--- src/rtl/hood_pkg.sv ---
// Shared types and constants for the range-hood mode sequencer.
// The optional once-per-power-on hurricane limit is HOOD_LEVEL3_ONCE_EN (see hood_mode_ctrl).
package hood_pkg;

    typedef enum logic [2:0] {
        M_OFF,
        M_STANDBY,
        M_MENU,
        M_EXTRACT,
        M_HURRICANE,
        M_CLEAN,
        M_SET_CLK,
        M_SET_REM
    } mode_e;

    localparam logic [1:0] ST_IDLE    = 2'b00;
    localparam logic [1:0] ST_EXTRACT = 2'b01;
    localparam logic [1:0] ST_CLEAN   = 2'b11;

    localparam logic [1:0] SAT_RUN    = 2'b00;
    localparam logic [1:0] SAT_CLOCK  = 2'b01;
    localparam logic [1:0] SAT_REMIND = 2'b10;

    localparam int DEF_TICKS_PER_SEC    = 100;
    localparam int DEF_LONG_PRESS_TICKS = 300;
    localparam int DEF_HURRICANE_SECS   = 60;
    localparam int DEF_CLEAN_SECS       = 180;

    function automatic logic [1:0] state_code(input mode_e m);
        case (m)
            M_EXTRACT, M_HURRICANE: return ST_EXTRACT;
            M_CLEAN:                return ST_CLEAN;
            default:                return ST_IDLE;
        endcase
    endfunction

    function automatic logic [1:0] sat_code(input mode_e m);
        case (m)
            M_SET_CLK: return SAT_CLOCK;
            M_SET_REM: return SAT_REMIND;
            default:   return SAT_RUN;
        endcase
    endfunction

endpackage

--- src/rtl/hood_countdown.sv ---
// Tick prescaler plus seconds down-counter for the timed hood modes.
// expire pulses combinationally on the tick that takes the count from 1 to 0.
module hood_countdown
    import hood_pkg::*;
#(
    parameter int TICKS_PER_SEC = DEF_TICKS_PER_SEC,
    parameter int CNT_W         = 8
) (
    input  logic             clk,
    input  logic             reset,
    input  logic             load,
    input  logic [CNT_W-1:0] value,
    input  logic             tick,
    output logic [CNT_W-1:0] count,
    output logic             expire
);

    localparam int PRE_W = (TICKS_PER_SEC > 1) ? $clog2(TICKS_PER_SEC) : 1;

    logic [PRE_W-1:0] presc_q, presc_d;
    logic [CNT_W-1:0] count_q, count_d;
    logic             wrap;

    assign wrap   = tick && (presc_q == PRE_W'(TICKS_PER_SEC - 1));
    assign expire = wrap && (count_q == CNT_W'(1));
    assign count  = count_q;

    always_comb begin
        presc_d = presc_q;
        count_d = count_q;
        if (load) begin
            presc_d = '0;
            count_d = value;
        end else if (wrap) begin
            presc_d = '0;
            if (count_q != '0) begin
                count_d = count_q - CNT_W'(1);
            end
        end else if (tick) begin
            presc_d = presc_q + PRE_W'(1);
        end
    end

    always_ff @(posedge clk or posedge reset) begin
        if (reset) begin
            presc_q <= '0;
            count_q <= '0;
        end else begin
            presc_q <= presc_d;
            count_q <= count_d;
        end
    end

endmodule

--- src/rtl/hood_mode_ctrl.sv ---
// Range-hood mode sequencer: panel buttons to power/state/set-mode/fan/countdown outputs.
// Define HOOD_LEVEL3_ONCE_EN to allow hurricane mode only once per power-on.
module hood_mode_ctrl
    import hood_pkg::*;
#(
    parameter int TICKS_PER_SEC    = DEF_TICKS_PER_SEC,
    parameter int LONG_PRESS_TICKS = DEF_LONG_PRESS_TICKS,
    parameter int HURRICANE_SECS   = DEF_HURRICANE_SECS,
    parameter int CLEAN_SECS       = DEF_CLEAN_SECS
) (
    input  logic       clk,
    input  logic       reset,
    input  logic       tick_100hz,
    input  logic       btn_power,
    input  logic       btn_menu,
    input  logic       btn_set,
    input  logic       btn_clean,
    input  logic       btn_level1,
    input  logic       btn_level2,
    input  logic       btn_level3,
    output logic       power_on,
    output logic [1:0] state,
    output logic [1:0] set_all_times,
    output logic [1:0] fan_level,
    output logic [7:0] countdown
);

    localparam int HOLD_W = $clog2(LONG_PRESS_TICKS + 1);

    mode_e             mode_q, mode_d;
    logic [6:0]        btn_now, btn_prev_q, btn_prev_d, btn_rise;
    logic              rise_pwr, rise_menu, rise_set, rise_clean;
    logic              rise_l1, rise_l2, rise_l3;
    logic [1:0]        fan_q, fan_d;
    logic              power_on_q, power_on_d;
    logic [1:0]        st_code_q, st_code_d;
    logic [1:0]        sat_q, sat_d;
    logic              armed_q, armed_d;
    logic [HOLD_W-1:0] hold_q, hold_d;
    logic              force_off;
    logic              l3_ok;
    logic              cd_load, cd_expire;
    logic [7:0]        cd_value, cd_count;

    assign btn_now    = {btn_power, btn_menu, btn_set, btn_clean, btn_level1, btn_level2, btn_level3};
    assign btn_prev_d = btn_now;
    assign btn_rise   = btn_now & ~btn_prev_q;
    assign {rise_pwr, rise_menu, rise_set, rise_clean, rise_l1, rise_l2, rise_l3} = btn_rise;

    // The long-press only arms once the button has been seen released, so the
    // press that powered the hood up cannot immediately power it back down.
    assign force_off = (mode_q != M_OFF) && armed_q && btn_power && tick_100hz
                       && (hold_q == HOLD_W'(LONG_PRESS_TICKS - 1));

    always_comb begin
        armed_d = (mode_q != M_OFF) && !force_off && (armed_q || !btn_power);
        hold_d  = hold_q;
        if ((mode_q == M_OFF) || !armed_q || !btn_power || force_off) begin
            hold_d = '0;
        end else if (tick_100hz) begin
            hold_d = hold_q + HOLD_W'(1);
        end
    end

`ifdef HOOD_LEVEL3_ONCE_EN
    logic l3_used_q, l3_used_d;

    assign l3_ok = !l3_used_q;

    always_comb begin
        l3_used_d = l3_used_q;
        if (force_off) begin
            l3_used_d = 1'b0;
        end else if ((mode_d == M_HURRICANE) && (mode_q != M_HURRICANE)) begin
            l3_used_d = 1'b1;
        end
    end

    always_ff @(posedge clk or posedge reset) begin
        if (reset) begin
            l3_used_q <= 1'b0;
        end else begin
            l3_used_q <= l3_used_d;
        end
    end
`else
    assign l3_ok = 1'b1;
`endif

    always_comb begin
        mode_d = mode_q;
        fan_d  = fan_q;
        case (mode_q)
            M_OFF: begin
                if (rise_pwr) mode_d = M_STANDBY;
            end
            M_STANDBY: begin
                if (rise_menu)     mode_d = M_MENU;
                else if (rise_set) mode_d = M_SET_CLK;
            end
            M_MENU: begin
                if (rise_menu) begin
                    mode_d = M_STANDBY;
                end else if (rise_l3) begin
                    if (l3_ok) mode_d = M_HURRICANE;
                end else if (rise_l2) begin
                    mode_d = M_EXTRACT;
                    fan_d  = 2'd2;
                end else if (rise_l1) begin
                    mode_d = M_EXTRACT;
                    fan_d  = 2'd1;
                end else if (rise_clean) begin
                    mode_d = M_CLEAN;
                end
            end
            M_EXTRACT: begin
                if (rise_menu)    mode_d = M_STANDBY;
                else if (rise_l2) fan_d  = 2'd2;
                else if (rise_l1) fan_d  = 2'd1;
            end
            M_HURRICANE: begin
                if (cd_expire) begin
                    mode_d = M_EXTRACT;
                    fan_d  = 2'd2;
                end
            end
            M_CLEAN: begin
                if (cd_expire) mode_d = M_STANDBY;
            end
            M_SET_CLK: begin
                if (rise_set)       mode_d = M_SET_REM;
                else if (rise_menu) mode_d = M_STANDBY;
            end
            M_SET_REM: begin
                if (rise_set || rise_menu) mode_d = M_STANDBY;
            end
            default: mode_d = M_OFF;
        endcase

        if (force_off) mode_d = M_OFF;

        if (mode_d == M_HURRICANE)     fan_d = 2'd3;
        else if (mode_d != M_EXTRACT)  fan_d = 2'd0;

        power_on_d = (mode_d != M_OFF);
        st_code_d  = state_code(mode_d);
        sat_d      = sat_code(mode_d);
    end

    // Outside the timed modes the counter is held loaded with zero, so countdown
    // reads 0 there and restarts cleanly on each entry.
    always_comb begin
        cd_value = 8'd0;
        if (mode_d == M_HURRICANE)  cd_value = 8'(HURRICANE_SECS);
        else if (mode_d == M_CLEAN) cd_value = 8'(CLEAN_SECS);
        cd_load = ((mode_d != M_HURRICANE) && (mode_d != M_CLEAN)) || (mode_d != mode_q);
    end

    hood_countdown #(
        .TICKS_PER_SEC(TICKS_PER_SEC),
        .CNT_W        (8)
    ) u_countdown (
        .clk   (clk),
        .reset (reset),
        .load  (cd_load),
        .value (cd_value),
        .tick  (tick_100hz),
        .count (cd_count),
        .expire(cd_expire)
    );

    always_ff @(posedge clk or posedge reset) begin
        if (reset) begin
            mode_q     <= M_OFF;
            btn_prev_q <= '0;
            fan_q      <= 2'd0;
            power_on_q <= 1'b0;
            st_code_q  <= ST_IDLE;
            sat_q      <= SAT_RUN;
            armed_q    <= 1'b0;
            hold_q     <= '0;
        end else begin
            mode_q     <= mode_d;
            btn_prev_q <= btn_prev_d;
            fan_q      <= fan_d;
            power_on_q <= power_on_d;
            st_code_q  <= st_code_d;
            sat_q      <= sat_d;
            armed_q    <= armed_d;
            hold_q     <= hold_d;
        end
    end

    assign power_on      = power_on_q;
    assign state         = st_code_q;
    assign set_all_times = sat_q;
    assign fan_level     = fan_q;
    assign countdown     = cd_count;

endmodule

--- config.mk ---
export PLATFORM = sky130hd
export DESIGN_NAME = hood_mode_ctrl
export DESIGN_NICKNAME = d
export VERILOG_FILES = /design/src/rtl/hood_pkg.sv /design/src/rtl/hood_countdown.sv /design/src/rtl/hood_mode_ctrl.sv
export SDC_FILE = /design/constraint.sdc
export NUM_CORES = 1
export LEC_CHECK = 0
export CAP_MARGIN = 20
export CORE_AREA = 3 3 91 93
export DETAILED_ROUTE_END_ITERATION = 8
export DIE_AREA = 0 0 94 96
export DONT_BUFFER_PORTS = 1
export GPL_TIMING_DRIVEN = 0
export MAX_ROUTING_LAYER = met4
export SYNTH_ARGS = -nofsm -noshare
export SYNTH_HDL_FRONTEND = slang
export SYNTH_SLANG_ARGS = --single-unit
--- constraint.sdc ---
create_clock -name clk -period 1.9 [get_ports clk]
set_input_delay 0.38 -clock clk [delete_from_list [all_inputs] [get_ports clk]]
set_output_delay 0.38 -clock clk [all_outputs]
set_load 0.01 [all_outputs]
After elaboration in Yosys (flattened, before gate mapping)
Cells that the tools add are included.
{ "totals": {"out_inout_bits": 15, "word_cells": 104, "reg_bits": 42, "input_bits": 10} }
{ "op_classes": {"bitwise_logic": 2, "add_sub_neg": 3, "n_reduce_logical": 30, "n_eq_ne": 23, "n_mux": 36} }
{ "op_table": {"columns": ["op", "count"], "rows": [
  ["3-bit two-way mux", 14],
  ["8-bit two-way mux", 5],
  ["3-bit == test (second input constant)", 8],
  ["3-bit one-hot mux with 8 select lines", 1],
  ["7-bit two-way mux", 3],
  ["9-bit two-way mux", 2],
  ["2-bit two-way mux", 8],
  ["4-bit != test (second input constant)", 4],
  ["9-bit by 1-bit adder with 9-bit output (second input constant)", 1],
  ["3-bit by 2-bit == test with 1-bit output (second input constant)", 3],
  ["9-bit == test (second input constant)", 1],
  ["1-bit logical AND", 9],
  ["3-bit nonzero test", 3],
  ["8-bit by 1-bit == test with 1-bit output (second input constant)", 1],
  ["2-bit one-hot mux with 2 select lines", 2],
  ["8-bit nonzero test", 1],
  ["8-bit by 1-bit subtractor with 8-bit output (second input constant)", 1],
  ["7-bit by 1-bit adder with 7-bit output (second input constant)", 1],
  ["7-bit AND", 1],
  ["7-bit == test (second input constant)", 1],
  ["7-bit inverter", 1],
  ["1-bit logical OR", 6],
  ["3-bit != test (second input constant)", 2],
  ["2-bit one-hot mux with 3 select lines", 1],
  ["other kinds (10)", 14]
]} }

Logic depth before layout (Yosys ltp)
Gate-level depths: netlist of the first run.
{ "depth": {"depth_word": 14, "mapped_depth": 10, "ltp_nobuf": 9} }

Cells and area by module
A second synthesis of the first run with hierarchy kept.
{ "unflattened": {"hier_cells": 239, "area_unflattened_um2": 2288.4} }
{ "modules_own_cells": {"columns": ["module", "seq_area_each_um2", "n_inst", "area_each_um2", "cells_each"], "rows": [
  ["hood_mode_ctrl", 675.6, 1, 1342.5, 136],
  ["hood_countdown", 375.4, 1, 945.9, 103]
]} }

Worst setup path before layout of the first run
OpenSTA, ideal clock, no wires.
{ "synth_path": {"path_kind": "input to register", "startpoint": "input btn_menu", "endpoint": "register u_countdown.count_q[2] (netlist: u_countdown.count[2])", "n_path_buf": 0, "arrival_time_ns": 2.017, "stages": 7, "setup_time_ns": 0.137, "required_time_ns": 1.763, "slack_ns": -0.255, "path_cell_list": "nor2b_4 -> or4_1 -> a32o_2 -> o21ai_2 -> nor4_2 -> a2111oi_0 -> nor3_1"} }
{ "synth_between": {"elab_chain_len": 10, "elab_cells_between_ends": 22, "classes_between": "5 x eq/ne; 10 x mux; 1 x bitwise; 6 x reduce/logical"} }
{ "synth_rtl": {"columns": ["element", "line", "rtl"], "rows": [
  ["start, declared", "hood_mode_ctrl.sv:15", "input logic btn_menu,"],
  ["7-bit AND *", "hood_mode_ctrl.sv:47", "assign btn_rise = btn_now & ~btn_prev_q;"],
  ["3-bit two-way mux or 1-bit logical OR (tied branches)", "hood_mode_ctrl.sv:117, hood_mode_ctrl.sv:132, hood_mode_ctrl.sv:135", null],
  ["3-bit two-way mux, on equally long branches", "hood_mode_ctrl.sv:131, hood_mode_ctrl.sv:135", null],
  ["3-bit one-hot mux with 8 select lines *", "hood_mode_ctrl.sv:93", "case (mode_q)"],
  ["3-bit two-way mux *", "hood_mode_ctrl.sv:140", "if (force_off) mode_d = M_OFF;"],
  ["3-bit != test", "hood_mode_ctrl.sv:156", "cd_load = ((mode_d != M_HURRICANE) && (mode_d != M_CLEAN)) || (mode_d != mode_q);"],
  ["1-bit logical AND", "hood_mode_ctrl.sv:156", null],
  ["1-bit logical OR", "hood_mode_ctrl.sv:156", null],
  ["2-bit nonzero test (no source line)", null, null],
  ["2-bit AND reduction (no source line)", null, null],
  ["end signal, assigned", "hood_countdown.sv:50", "count_q <= count_d;"],
  ["end, declared", "hood_countdown.sv:21", "logic [CNT_W-1:0] count_q, count_d;"]
]} }
Mark *: on every way between the ends. The rest lies on a longest branch, timed or not.
A chain may end at the register's enable or synchronous reset.

Worst setup path in the final report of the first run
{ "layout_path": {"startpoint": "register u_countdown.count_q[2] (netlist: u_countdown.count[2])", "endpoint": "register power_on_q (netlist: power_on)"} }
{ "layout_between": {"elab_chain_len": 6, "elab_cells_between_ends": 7, "classes_between": "1 x eq/ne; 4 x mux; 2 x reduce/logical"} }
{ "layout_rtl": {"columns": ["element", "line", "rtl"], "rows": [
  ["8-bit by 1-bit == test with 1-bit output *", "hood_countdown.sv:25", "assign expire = wrap && (count_q == CNT_W'(1));"],
  ["1-bit logical AND *", "hood_countdown.sv:25", null],
  ["3-bit two-way mux, on equally long branches", "hood_mode_ctrl.sv:128, hood_mode_ctrl.sv:122", null],
  ["3-bit one-hot mux with 8 select lines *", "hood_mode_ctrl.sv:93", null],
  ["3-bit two-way mux *", "hood_mode_ctrl.sv:140", null],
  ["net mode_d[2]", "hood_mode_ctrl.sv:30", "mode_e mode_q, mode_d;"],
  ["3-bit nonzero test *", "hood_mode_ctrl.sv:145", "power_on_d = (mode_d != M_OFF);"],
  ["net power_on_d", "hood_mode_ctrl.sv:35", "logic power_on_q, power_on_d;"],
  ["end signal, assigned", "hood_mode_ctrl.sv:186", "power_on_q <= power_on_d;"],
  ["end, declared", "hood_mode_ctrl.sv:35", null]
]} }
The timed path passes the listed nets; every way through them passes the cells marked *.

==> results_tabular.tex, run 1 <==
\begin{tabular}{lr}
\hline
Metric & Value \\
\hline
\multicolumn{2}{l}{\textbf{Finish}} \\
Fraction of layout instances using a drive strength above 1 & 32.6\% \\
Post-synthesis to final-layout area growth & 30.1\% \\
Number of standard cells in the final layout excluding fillers & 360 \\
Fill cell count & 786 \\
Antenna diode count & 0 \\
Commonest cells after routing, fill and taps aside & 36 x sky130\_fd\_sc\_hd\_\_dfrtp\_1, 27 x sky130\_fd\_sc\_hd\_\_nor2\_1, 14 x sky130\_fd\_sc\_hd\_\_buf\_4 \\
Most frequent standard cell in the layout excluding fill and tap cells & sky130\_fd\_sc\_hd\_\_dfrtp\_1 \\
Net count, final & 272 \\
\multicolumn{2}{l}{\textbf{Setup path}} \\
Category of the worst setup path capture point & flip-flop \\
Data required time of the worst path & 2.08 ns \\
Path type of the worst setup path & reg -> reg \\
Crit-path max FO & 7 \\
Kind of launch point of the worst setup path & flip-flop \\
Critical path data arrival time & around 2.4 ns \\
\multicolumn{2}{l}{\textbf{Power}} \\
Worst-case vdd ir drop & 0.479 mV \\
Power per unit of standard cell area & 1230 nW/um2 \\
LEAKAGE & $\sim$1.1 nW \\
Final Power & 3.59 mW \\
\multicolumn{2}{l}{\textbf{Routing}} \\
Wire length per cell & 15.5 um \\
Final wirelength & $\sim$5600 um \\
DRC violation count after routing & 0 \\
Antenna-violating nets left & 0 \\
Router iterations before antenna repair & 4 \\
Number of DRC markers after the initial detailed-route iteration & between 60 and 70 \\
Vias per cell & 5.16 \\
DR vias & roughly 1900 \\
\multicolumn{2}{l}{\textbf{Logic synthesis}} \\
Distinct cell type count of the synthesized netlist & 53 \\
Post-synth top area share & between 40\% and 50\% \\
Sequential element share of the synthesized area & between 40\% and 50\% \\
Primary flip-flop cell chosen by synthesis mapping & sky130\_fd\_sc\_hd\_\_dfrtp\_1 \\
Per-instance average area after synthesis & between 9 and 10 um2 \\
Area of the mapped netlist & between 2000 and 2500 um2 \\
Main area contributors after synthesis & sky130\_fd\_sc\_hd\_\_dfrtp\_1 47\%, sky130\_fd\_sc\_hd\_\_nor2\_1 4.8\%, sky130\_fd\_sc\_hd\_\_xnor2\_1 3.1\% \\
Synth warn & 0 \\
Post-synthesis async set-or-reset flop share & 100\% \\
Post-Syn Nets & 247 \\
Count of state elements after synthesis & 42 \\
Area leader, netlist & sky130\_fd\_sc\_hd\_\_dfrtp\_1 \\
Number of enable flip-flop cells after synthesis & 0 \\
Post-Synthesis Cells & approximately 230 \\
\multicolumn{2}{l}{\textbf{Floorplan}} \\
Chip Height & 96 um \\
Horizontal extent of the die & around 94 um \\
Initial Utilization & 29.5\% \\
Floorplan die area & roughly 9000 um2 \\
Total I/O pin count & 25 \\
Standard-cell rows & 32 \\
Core box area & 7610 um2 \\
\multicolumn{2}{l}{\textbf{Timing}} \\
RSZ-0062 raised after global routing & yes \\
Worst slew pin tran & 0.492 ns \\
Minimum period implied by the final worst setup slack & $\sim$2.2 ns \\
Final Cycle Share & 117\% \\
Number of pins exceeding their max-slew limit in the final report & 0 \\
Hold Violations, Final & 0 \\
Max Clock Freq & 451 MHz \\
Min setup slack post-route & -0.319 ns \\
Final Setup Violations & 14 \\
Worst slew margin & approximately 67\% \\
Setup Total Neg Slack & -2.62 ns \\
Final setup skew & 0.0114 ns \\
\multicolumn{2}{l}{\textbf{Placement}} \\
Port Buf Inserts & 0 \\
Setup slack after placement & -0.586 ns \\
Cell Count Post-Placement & roughly 340 \\
Final weighted congestion in routability-driven placement & $\sim$0.84 \\
Placed wire-length estimate & approximately 3700 um \\
\multicolumn{2}{l}{\textbf{Global route}} \\
Total grt overflow & 0 \\
Global-route wire length before repair & around 9300 um \\
Pin count of the biggest net entering global routing & 37 \\
Number of global-route vias before repair & 1886 \\
Initial antenna violation count & 0 \\
Global routing usage summed across all routing layers & a little over an eighth \\
\multicolumn{2}{l}{\textbf{CTS}} \\
Maximum clock insertion buffer count & 2 \\
Clock insertion delay at the later pin of the skew report & 0.30 ns \\
H-Tree Level Count & 2 \\
CTS tree & yes \\
Reg clk slew, reported paths & roughly 0.09 ns \\
Number of clock sinks & 42 \\
Number of buffers created by CTS & 5 \\
Cell at the root of the clock tree & sky130\_fd\_sc\_hd\_\_clkbuf\_8 \\
\multicolumn{2}{l}{\textbf{Flow run}} \\
Number of maximum-capacitance constraint violations & 0 \\
\multicolumn{2}{l}{\textbf{Outcome}} \\
Violated checks & negative setup slack \\
Outcome & complete, but fails checks \\
\multicolumn{2}{l}{\textbf{Worst hold path}} \\
Min-Delay Path Class & in -> reg \\
\hline
\end{tabular}
==> worst paths after layout <==
| path | from | end | slack [ns] | depth (start not counted) |
|---|---|---|---|---|
| setup reg to reg | u_countdown.count[2] | power_on | -0.32 | 8 |
| max in group asynchronous | reset | mode_q[1] | 1.03 | 3 |
| hold reg to reg | u_countdown.presc_q[6] | u_countdown.presc_q[6] | 0.55 | 2 |
| hold / removal | btn_level3 | btn_prev_q[0] | 0.1 | 0 |
| min in group asynchronous | reset | hold_q[3] | 0.42 | 2 |
| setup / recovery | u_countdown.count[2] | power_on | -0.32 | 8 |
==> cell usage after synthesis (2+ instances only) <==
cell type,n
sky130_fd_sc_hd__a2111oi_0,3
sky130_fd_sc_hd__a211oi_1,2
sky130_fd_sc_hd__a21oi_1,5
sky130_fd_sc_hd__a31oi_1,4
sky130_fd_sc_hd__and2_1,2
sky130_fd_sc_hd__and3_1,2
sky130_fd_sc_hd__clkbuf_1,4
sky130_fd_sc_hd__dfrtp_1,42
sky130_fd_sc_hd__ha_1,5
sky130_fd_sc_hd__inv_1,7
sky130_fd_sc_hd__mux2i_1,2
sky130_fd_sc_hd__nand2_1,16
sky130_fd_sc_hd__nand2b_1,4
sky130_fd_sc_hd__nand3_1,13
sky130_fd_sc_hd__nand4_1,6
sky130_fd_sc_hd__nor2_1,29
sky130_fd_sc_hd__nor2b_1,8
sky130_fd_sc_hd__nor3_1,12
sky130_fd_sc_hd__nor3b_1,2
sky130_fd_sc_hd__nor4_1,2
sky130_fd_sc_hd__nor4_2,2
sky130_fd_sc_hd__nor4bb_1,2
sky130_fd_sc_hd__o2111ai_1,3
sky130_fd_sc_hd__o21ai_0,6
sky130_fd_sc_hd__o22a_1,2
sky130_fd_sc_hd__o22ai_1,2
sky130_fd_sc_hd__or2_2,3
sky130_fd_sc_hd__or3_1,3
sky130_fd_sc_hd__xnor2_1,8
sky130_fd_sc_hd__xor2_1,8
==> layer usage <==
metal / GRT usage [%] / vias to the layer above / share of wire (%)
li1: - / 891 / -
met3: 3.67 / 5 / 5.9
met1: 16.9 / 917 / 45
met2: 21.2 / 43 / 49
met5: - / - / 0
met4: 3.61 / 0 / 0.75
==> worst max-delay path, cell delays in order (launching register included) <==
cell and delay [ns]:
sky130_fd_sc_hd__dfrtp_2 0.50, sky130_fd_sc_hd__nor4_4 0.36, sky130_fd_sc_hd__nand3_2 0.17, sky130_fd_sc_hd__nor3_4 0.22
sky130_fd_sc_hd__a2bb2oi_4 0.21, sky130_fd_sc_hd__buf_4 0.14, sky130_fd_sc_hd__buf_6 0.09, sky130_fd_sc_hd__nor2_2 0.05
sky130_fd_sc_hd__or3_1 0.36
==> through the flow <==
step | hold WS, ns | cell area [um2] | utilization (%)
2_1_floorplan | 0.411 | 2280 | -
5_1_grt | 0.0833 | 2920 | 38.4
4_1_cts | 0.0942 | 2770 | 36.4
6_report | 0.0983 | 2920 | 38.4
3_5_place_dp | 0.173 | 2430 | 31.9
3_3_place_gp | 0.412 | 2410 | 31.7
==> what timing repair did <==
item                                    CTS  global route
setup buffers                            11             6
hold buffers                              1             0
gates resized for setup                  36            28
hold endpoints to repair                  6             0
pin swaps                                10             5
endpoints found under the setup margin   25            22
==> where the power goes <==
group          internal, mW  total, mW  switching (mW)
registers              1.06       1.30           0.248
clock network         0.292      0.612           0.320
logic                 0.767       1.67           0.904
total                  2.11       3.59            1.47
==> final cells by class <==
| cell class | count | area [um2] | area share [%] |
|---|---|---|---|
| Buffer | 5 | 41.3 | 1.41 |
| Clock buffer | 6 | 82.6 | 2.83 |
| Clock inverter | 2 | 12.5 | 0.428 |
| Inverter | 7 | 26.3 | 0.899 |
| Multi-Input combinational cell | 177 | 1400 | 47.9 |
| Sequential cell | 42 | 1060 | 36.2 |
| Tap cell | 102 | 128 | 4.37 |
| Timing Repair Buffer | 19 | 173 | 5.91 |
==> state kept, by name, summed over array words and instances, names as in the netlist <==
signal	count
hold_q	9
u_countdown.count	8
btn_prev_q	7
u_countdown.presc_q	7
mode_q	3
fan_level	2
set_all_times	2
state	2
armed_q	1
power_on	1
==> logic make-up after synthesis <==
kind of cell	Yosys count	share of synthesized area [%]
adders and majority gates	5	2.79
buffers and inverters	13	2.56
DFF	42	46.8
AOI/OAI and AO/OA	39	12.9
muxes	2	0.891
and+or+nand+nor	115	27.9
xor gates and xnor gates	16	6.24
No activity file was read; power rests on OpenSTA's default activity.
==> inputs of run 2 (changes only) <==
--- a/config.mk
+++ b/config.mk
@@ -12,6 +12,7 @@
 export DONT_BUFFER_PORTS = 1
 export GPL_TIMING_DRIVEN = 0
 export MAX_ROUTING_LAYER = met4
+export REMOVE_ABC_BUFFERS = 1
 export SYNTH_ARGS = -nofsm -noshare
 export SYNTH_HDL_FRONTEND = slang
 export SYNTH_SLANG_ARGS = --single-unit
==> run 2 against run 1 <==
  * The flow still finishes with violations (negative setup slack)
  * Largest power group unchanged
  * Clock skew decreased by 0.0035 ns
  * Highest routed layer unchanged
  * Setup slack worse by 0.052 ns
  * Global-route usage increased by 0.60 points
  * First-iteration DRC count increased to 3.5 times the previous value
==> results_tabular.tex, run 2 (synthesis results as in run 1) <==
\begin{tabular}{lr}
\hline
Metric & Value \\
\hline
\multicolumn{2}{l}{\textbf{Outcome}} \\
Outcome & complete, but fails checks \\
Violated checks & negative setup slack \\
\multicolumn{2}{l}{\textbf{Timing}} \\
Setup Total Neg Slack & -3.70 ns \\
Number of pins exceeding their max-slew limit in the final report & 0 \\
Min setup slack post-route & -0.370 ns \\
Minimum period implied by the final worst setup slack & 2.27 ns \\
Worst slew margin & around 40\% \\
Final setup skew & between 0.007 and 0.008 ns \\
Hold Violations, Final & 0 \\
Final Cycle Share & 119\% \\
Final hold slack & $\sim$0.11 ns \\
Worst slew pin tran & around 0.9 ns \\
RSZ-0062 raised after global routing & yes \\
Final Setup Violations & 18 \\
Max Clock Freq & around 440 MHz \\
\multicolumn{2}{l}{\textbf{Routing}} \\
Vias per cell & 5.30 \\
Number of DRC markers after the initial detailed-route iteration & $\sim$220 \\
Wire length per cell & $\sim$17 um \\
DR vias & between 1500 and 2000 \\
Final wirelength & 6060 um \\
Router iterations before antenna repair & 4 \\
Antenna-violating nets left & 0 \\
DRC violation count after routing & 0 \\
\multicolumn{2}{l}{\textbf{Finish}} \\
Most frequent standard cell in the layout excluding fill and tap cells & sky130\_fd\_sc\_hd\_\_dfrtp\_1 \\
Fraction of layout instances using a drive strength above 1 & 40.2\% \\
Post-synthesis to final-layout area growth & 36.2\% \\
Final standard cell utilization of the core & between 40\% and 50\% \\
Commonest cells after routing, fill and taps aside & 36 x sky130\_fd\_sc\_hd\_\_dfrtp\_1, 24 x sky130\_fd\_sc\_hd\_\_nor2\_1, 20 x sky130\_fd\_sc\_hd\_\_buf\_4 \\
Layout Cell Area excl Fill & 3060 um2 \\
Antenna diode count & 0 \\
Fill cell count & between 700 and 800 \\
Multi-input gate area in the final layout & approximately 1500 um2 \\
Net count, final & $\sim$280 \\
Number of flip-flops under the largest register name & 9 \\
Largest register by flop count & hold\_q \\
Number of standard cells in the final layout excluding fillers & 363 \\
Sequential cell area & approximately 1100 um2 \\
\multicolumn{2}{l}{\textbf{Setup path}} \\
Worst reg2reg path depth & 9 \\
Capturing element of the worst setup path & fan\_level[0] \\
Critical register-to-register path startpoint & u\_countdown.count[5] \\
Data required time of the worst path & roughly 2.1 ns \\
Worst setup slack for register-to-register paths & -0.37 ns \\
Origin of the worst setup path & u\_countdown.count[5] \\
R2r endpoint & fan\_level[0] \\
Path type of the worst setup path & reg -> reg \\
Category of the worst setup path capture point & flip-flop \\
Critical path data arrival time & $\sim$2.5 ns \\
Kind of launch point of the worst setup path & flip-flop \\
Crit-path max FO & 7 \\
\multicolumn{2}{l}{\textbf{Floorplan}} \\
Standard-cell rows & 32 \\
Chip Height & approximately 96 um \\
Horizontal extent of the die & about 94 um \\
Floorplan die area & $\sim$9000 um2 \\
Total I/O pin count & 25 \\
Initial Utilization & about 30\% \\
Core box area & roughly 7600 um2 \\
\multicolumn{2}{l}{\textbf{CTS}} \\
CTS tree & yes \\
H-Tree Level Count & 2 \\
Number of clock sinks & 42 \\
Number of buffers created by CTS & 5 \\
Clock insertion delay at the later pin of the skew report & $\sim$0.29 ns \\
Cell at the root of the clock tree & sky130\_fd\_sc\_hd\_\_clkbuf\_8 \\
Reg clk slew, reported paths & roughly 0.080 ns \\
Count of hold-fix buffers inserted at cts & 0 \\
Maximum clock insertion buffer count & 2 \\
\multicolumn{2}{l}{\textbf{Worst hold path}} \\
WHS Path Cells & 0 \\
Min-Delay Path Class & in -> reg \\
\multicolumn{2}{l}{\textbf{Placement}} \\
Setup slack after placement & -0.730 ns \\
Cell Count Post-Placement & $\sim$330 \\
Final weighted congestion in routability-driven placement & $\sim$0.89 \\
Cell Area, Placed & about 2300 um2 \\
Port Buf Inserts & 0 \\
Placed wire-length estimate & about 3500 um \\
\multicolumn{2}{l}{\textbf{Global route}} \\
Global-route wire length before repair & approximately 9700 um \\
Number of global-route vias before repair & around 2000 \\
Global routing usage summed across all routing layers & between 10 and 15\% \\
Pin count of the biggest net entering global routing & 43 \\
Initial antenna violation count & 0 \\
Total grt overflow & 0 \\
\multicolumn{2}{l}{\textbf{Power}} \\
Worst-case vdd ir drop & between 0.5 and 0.6 mV \\
Power per unit of standard cell area & 1250 nW/um2 \\
Int Pwr & $\sim$2.2 mW \\
LEAKAGE & between 1 and 1.5 nW \\
Final Power & 3.82 mW \\
Proportion of power drawn by combinational gates & 50.3\% \\
Net load switching power & 1.62 mW \\
Fraction of power spent switching nets & a little over two fifths \\
Part of the total power dissipated in sequential elements & about a third \\
Clock power share & 15.0\% \\
\multicolumn{2}{l}{\textbf{Flow run}} \\
Number of maximum-capacitance constraint violations & 0 \\
\hline
\end{tabular}
run 2: cell types whose count changed in the layout (fill, tap and decap cells not counted), sizes merged:
cell | previous run | this run
buf | 21 | 27
clkbuf | 8 | 6
clkinv | 1 | 2
clkinvlp | 1 | 0
dlygate4sd3 | 1 | 0
run 2: timing repair:
item                       4_1_cts  5_1_grt
buffers inserted                22        6
resized for setup               47       47
setup endpoints to repair       23       24
pin swaps                       23       19
run 2: how the worst min path moves through the flow:
stage | endpoint | start
floorplan | btn_prev_q[0] | btn_level3
global placement | btn_prev_q[0] | btn_level3
detailed placement | btn_prev_q[3] | btn_clean
CTS | btn_prev_q[3] | btn_clean
global route | btn_prev_q[3] | btn_clean
finish | btn_prev_q[5] | btn_menu
run 2: power groups by stage:
stage / Sequential (mW) / Combinational (mW) / Clock (mW)
2_1_floorplan: 1.25 / 0.738 / 0
3_3_place_gp: 1.31 / 0.916 / 0
3_5_place_dp: 1.32 / 0.931 / 0
4_1_cts: 1.30 / 1.54 / 0.595
5_1_grt: 1.35 / 2.05 / 0.630
6_report: 1.32 / 1.92 / 0.573
run 2: layout make-up:
type / count / share of cell area [%]
clock buffers: 6 / 2.37
repair buffers: 27 / 7.77
flip-flops and latches: 42 / 34.6
clock inverters: 2 / 0.450
multi-input cells: 177 / 49.8
inverters: 7 / 0.859
well taps: 102 / 4.17
run 2: metal layers:
layer	vias up	wire, um	track usage [%]
met3	13	339	3.60
li1	890	-	-
met2	68	3050	22.6
met4	0	105	4.93
met1	952	2560	17.0
met5	-	0	-
run 2: critical path, cell delays in order, from the launching register on:
cell and delay, ns:
sky130_fd_sc_hd__dfrtp_2 0.50, sky130_fd_sc_hd__nor4_4 0.35, sky130_fd_sc_hd__buf_4 0.17, sky130_fd_sc_hd__nand4_1 0.17
sky130_fd_sc_hd__a31oi_4 0.29, sky130_fd_sc_hd__or2_4 0.21, sky130_fd_sc_hd__buf_4 0.13, sky130_fd_sc_hd__buf_6 0.09
sky130_fd_sc_hd__nand3_4 0.07, sky130_fd_sc_hd__o32ai_2 0.20
==> inputs of run 3 (changes only) <==
--- a/config.mk
+++ b/config.mk
@@ -5,7 +5,7 @@
 export SDC_FILE = /design/constraint.sdc
 export NUM_CORES = 1
 export LEC_CHECK = 0
-export CAP_MARGIN = 20
+export CAP_MARGIN = 30
 export CORE_AREA = 3 3 91 93
 export DETAILED_ROUTE_END_ITERATION = 8
 export DIE_AREA = 0 0 94 96
==> run 3 against run 2 <==
  * The run still ends with negative setup slack left
  * Critical path depth increased by 1
  * Final cell count increased by 1.7%
  * Flip-flop and latch count unchanged
  * Cell area increased by 1.3%
  * Largest cell class unchanged
  * Largest power group unchanged
==> results_tabular.tex, run 3 (synthesis results as in run 1) <==
\begin{tabular}{lr}
\hline
Metric & Value \\
\hline
\multicolumn{2}{l}{\textbf{Placement}} \\
Placed wire-length estimate & 3490 um \\
Final weighted congestion in routability-driven placement & 0.892 \\
Port Buf Inserts & 0 \\
Setup slack after placement & -0.731 ns \\
Cell Area, Placed & between 2000 and 2500 um2 \\
\multicolumn{2}{l}{\textbf{Timing}} \\
RSZ-0062 raised after global routing & yes \\
Final Cycle Share & 115\% \\
Min setup slack post-route & -0.289 ns \\
Minimum period implied by the final worst setup slack & approximately 2.2 ns \\
Worst slew margin & 42.4\% \\
Number of pins exceeding their max-slew limit in the final report & 0 \\
Hold Violations, Final & 0 \\
Final Setup Violations & 15 \\
Worst slew pin tran & approximately 0.86 ns \\
Final setup skew & between 0.009 and 0.01 ns \\
Max Clock Freq & between 400 and 500 MHz \\
\multicolumn{2}{l}{\textbf{Power}} \\
LEAKAGE & about 1.2 nW \\
Worst-case vdd ir drop & 0.730 mV \\
Power per unit of standard cell area & between 1000 and 1500 nW/um2 \\
\multicolumn{2}{l}{\textbf{Global route}} \\
Initial antenna violation count & 0 \\
Global routing usage summed across all routing layers & between 10\% and 20\% \\
Global-route wire length before repair & 9560 um \\
Pin count of the biggest net entering global routing & 43 \\
Total grt overflow & 0 \\
Number of global-route vias before repair & 1952 \\
\multicolumn{2}{l}{\textbf{Outcome}} \\
Violated checks & negative setup slack \\
Outcome & complete, but fails checks \\
\multicolumn{2}{l}{\textbf{Setup path}} \\
R2r endpoint & u\_countdown.count[4] \\
Data required time of the worst path & 2.06 ns \\
Cells along the critical path & ha\_2 -> and4\_4 -> nand2\_4 -> nor3\_4 -> buf\_6 -> o2bb2ai\_4 -> nand2\_4 -> buf\_4 -> a2111oi\_4 -> nor3\_1 \\
Origin of the worst setup path & u\_countdown.presc\_q[0] \\
Worst reg2reg path depth & 10 \\
Delay of the slowest critical-path stage & between 0.4 and 0.5 ns \\
Crit-path max FO & 6 \\
Worst setup slack for register-to-register paths & -0.29 ns \\
Critical path data arrival time & 2.35 ns \\
Category of the worst setup path capture point & flip-flop \\
Path type of the worst setup path & reg -> reg \\
Cell with the largest stage delay on the worst path & sky130\_fd\_sc\_hd\_\_dfrtp\_1 \\
Critical register-to-register path startpoint & u\_countdown.presc\_q[0] \\
Capturing element of the worst setup path & u\_countdown.count[4] \\
Library cell appearing most often on the critical path & sky130\_fd\_sc\_hd\_\_nand2\_4 \\
Kind of launch point of the worst setup path & flip-flop \\
\multicolumn{2}{l}{\textbf{Routing}} \\
Antenna-violating nets left & 0 \\
DR vias & between 1500 and 2000 \\
Number of DRC markers after the initial detailed-route iteration & 148 \\
Vias per cell & 5.30 \\
Final wirelength & around 6000 um \\
Wire length per cell & roughly 16 um \\
Router iterations before antenna repair & 4 \\
DRC violation count after routing & 0 \\
\multicolumn{2}{l}{\textbf{Finish}} \\
Sequential cell area & around 1100 um2 \\
Post-synthesis to final-layout area growth & 37.9\% \\
Layout Cell Area excl Fill & $\sim$3100 um2 \\
Commonest cells after routing, fill and taps aside & 34 x sky130\_fd\_sc\_hd\_\_dfrtp\_1, 23 x sky130\_fd\_sc\_hd\_\_nor2\_1, 23 x sky130\_fd\_sc\_hd\_\_buf\_4 \\
Largest register by flop count & hold\_q \\
Fraction of layout instances using a drive strength above 1 & 41.6\% \\
Fill cell count & 730 \\
Antenna diode count & 0 \\
Net count, final & 281 \\
Number of flip-flops under the largest register name & 9 \\
Multi-input gate area in the final layout & 1510 um2 \\
Most frequent standard cell in the layout excluding fill and tap cells & sky130\_fd\_sc\_hd\_\_dfrtp\_1 \\
\multicolumn{2}{l}{\textbf{Floorplan}} \\
Standard-cell rows & 32 \\
Core box area & roughly 7600 um2 \\
Horizontal extent of the die & around 94 um \\
Chip Height & $\sim$96 um \\
Floorplan die area & 9020 um2 \\
Total I/O pin count & 25 \\
Initial Utilization & between 20\% and 30\% \\
\multicolumn{2}{l}{\textbf{Flow run}} \\
Number of maximum-capacitance constraint violations & 0 \\
\multicolumn{2}{l}{\textbf{CTS}} \\
Clock insertion delay at the later pin of the skew report & approximately 0.29 ns \\
Reg clk slew, reported paths & around 0.08 ns \\
H-Tree Level Count & 2 \\
Cell at the root of the clock tree & sky130\_fd\_sc\_hd\_\_clkbuf\_8 \\
CTS tree & yes \\
Number of clock sinks & between 40 and 50 \\
Number of buffers created by CTS & 5 \\
Maximum clock insertion buffer count & 2 \\
\multicolumn{2}{l}{\textbf{Worst hold path}} \\
Min-Delay Path Class & in -> reg \\
\hline
\end{tabular}
## run 3: cell type report
cell class | instances | area share [%]
repair buffers | 33 | 9.21
multi-input cells | 177 | 48.8
clock buffers | 6 | 2.34
clock inverters | 2 | 0.444
well taps | 102 | 4.12
flip-flops and latches | 42 | 34.2
inverters | 7 | 0.848
## run 3: where the power goes
group          internal, mW  total (mW)  switching, mW  leakage [nW]
clock network         0.259       0.567          0.307        0.0452
registers              1.06        1.32          0.268         0.537
logic                 0.826        1.82          0.995         0.586
## run 3: how the worst min path moves through the flow
stage | start | end | slack (ns) | cells past startpoint
finish | btn_clean | btn_prev_q[3] | 0.11 | 0
global route | btn_clean | btn_prev_q[3] | 0.09 | 0
CTS | btn_clean | btn_prev_q[3] | 0.1 | 0
detailed placement | btn_clean | btn_prev_q[3] | 0.41 | 0
global placement | btn_level3 | btn_prev_q[0] | 0.41 | 0
floorplan | btn_level3 | btn_prev_q[0] | 0.41 | 0
## run 3: worst max-delay path: cells and delay by family, from the launching register on
family / cells / cell delay, ns
AND/OR/NAND/NOR: 5 / 0.58
AO/OA/AOI/OAI: 2 / 0.56
flip-flops: 1 / 0.41
buffers and inverters: 2 / 0.30
adder cells (fa/ha/maj): 1 / 0.21
## run 3: stage by stage
step	TNS (ns)	hold WS [ns]	util, %	cells	total power [mW]
6_report	-2.47	0.109	40.7	369	3.71
5_1_grt	-4.39	0.0893	40.7	369	3.95
4_1_cts	-2.19	0.0993	38.1	360	3.45
3_5_place_dp	-7.41	0.412	30.9	329	2.24
3_3_place_gp	-7.16	0.412	30.8	328	2.23
2_1_floorplan	-2.13	0.411	-	226	1.99
## run 3: repair_timing
item                                    4_1_cts  5_1_grt
setup buffers                                23        9
gates cloned                                  0        0
resized for setup                            59       35
endpoints found under the setup margin       23       25
pin swaps                                    26       10
hold buffers                                  0        0
## run 3: metal layers
metal	GRT usage (%)	part of all wire, %
met1	16.7	43
met2	22.5	51
met3	3.91	4.5
met4	4.09	2.1
met5	-	0
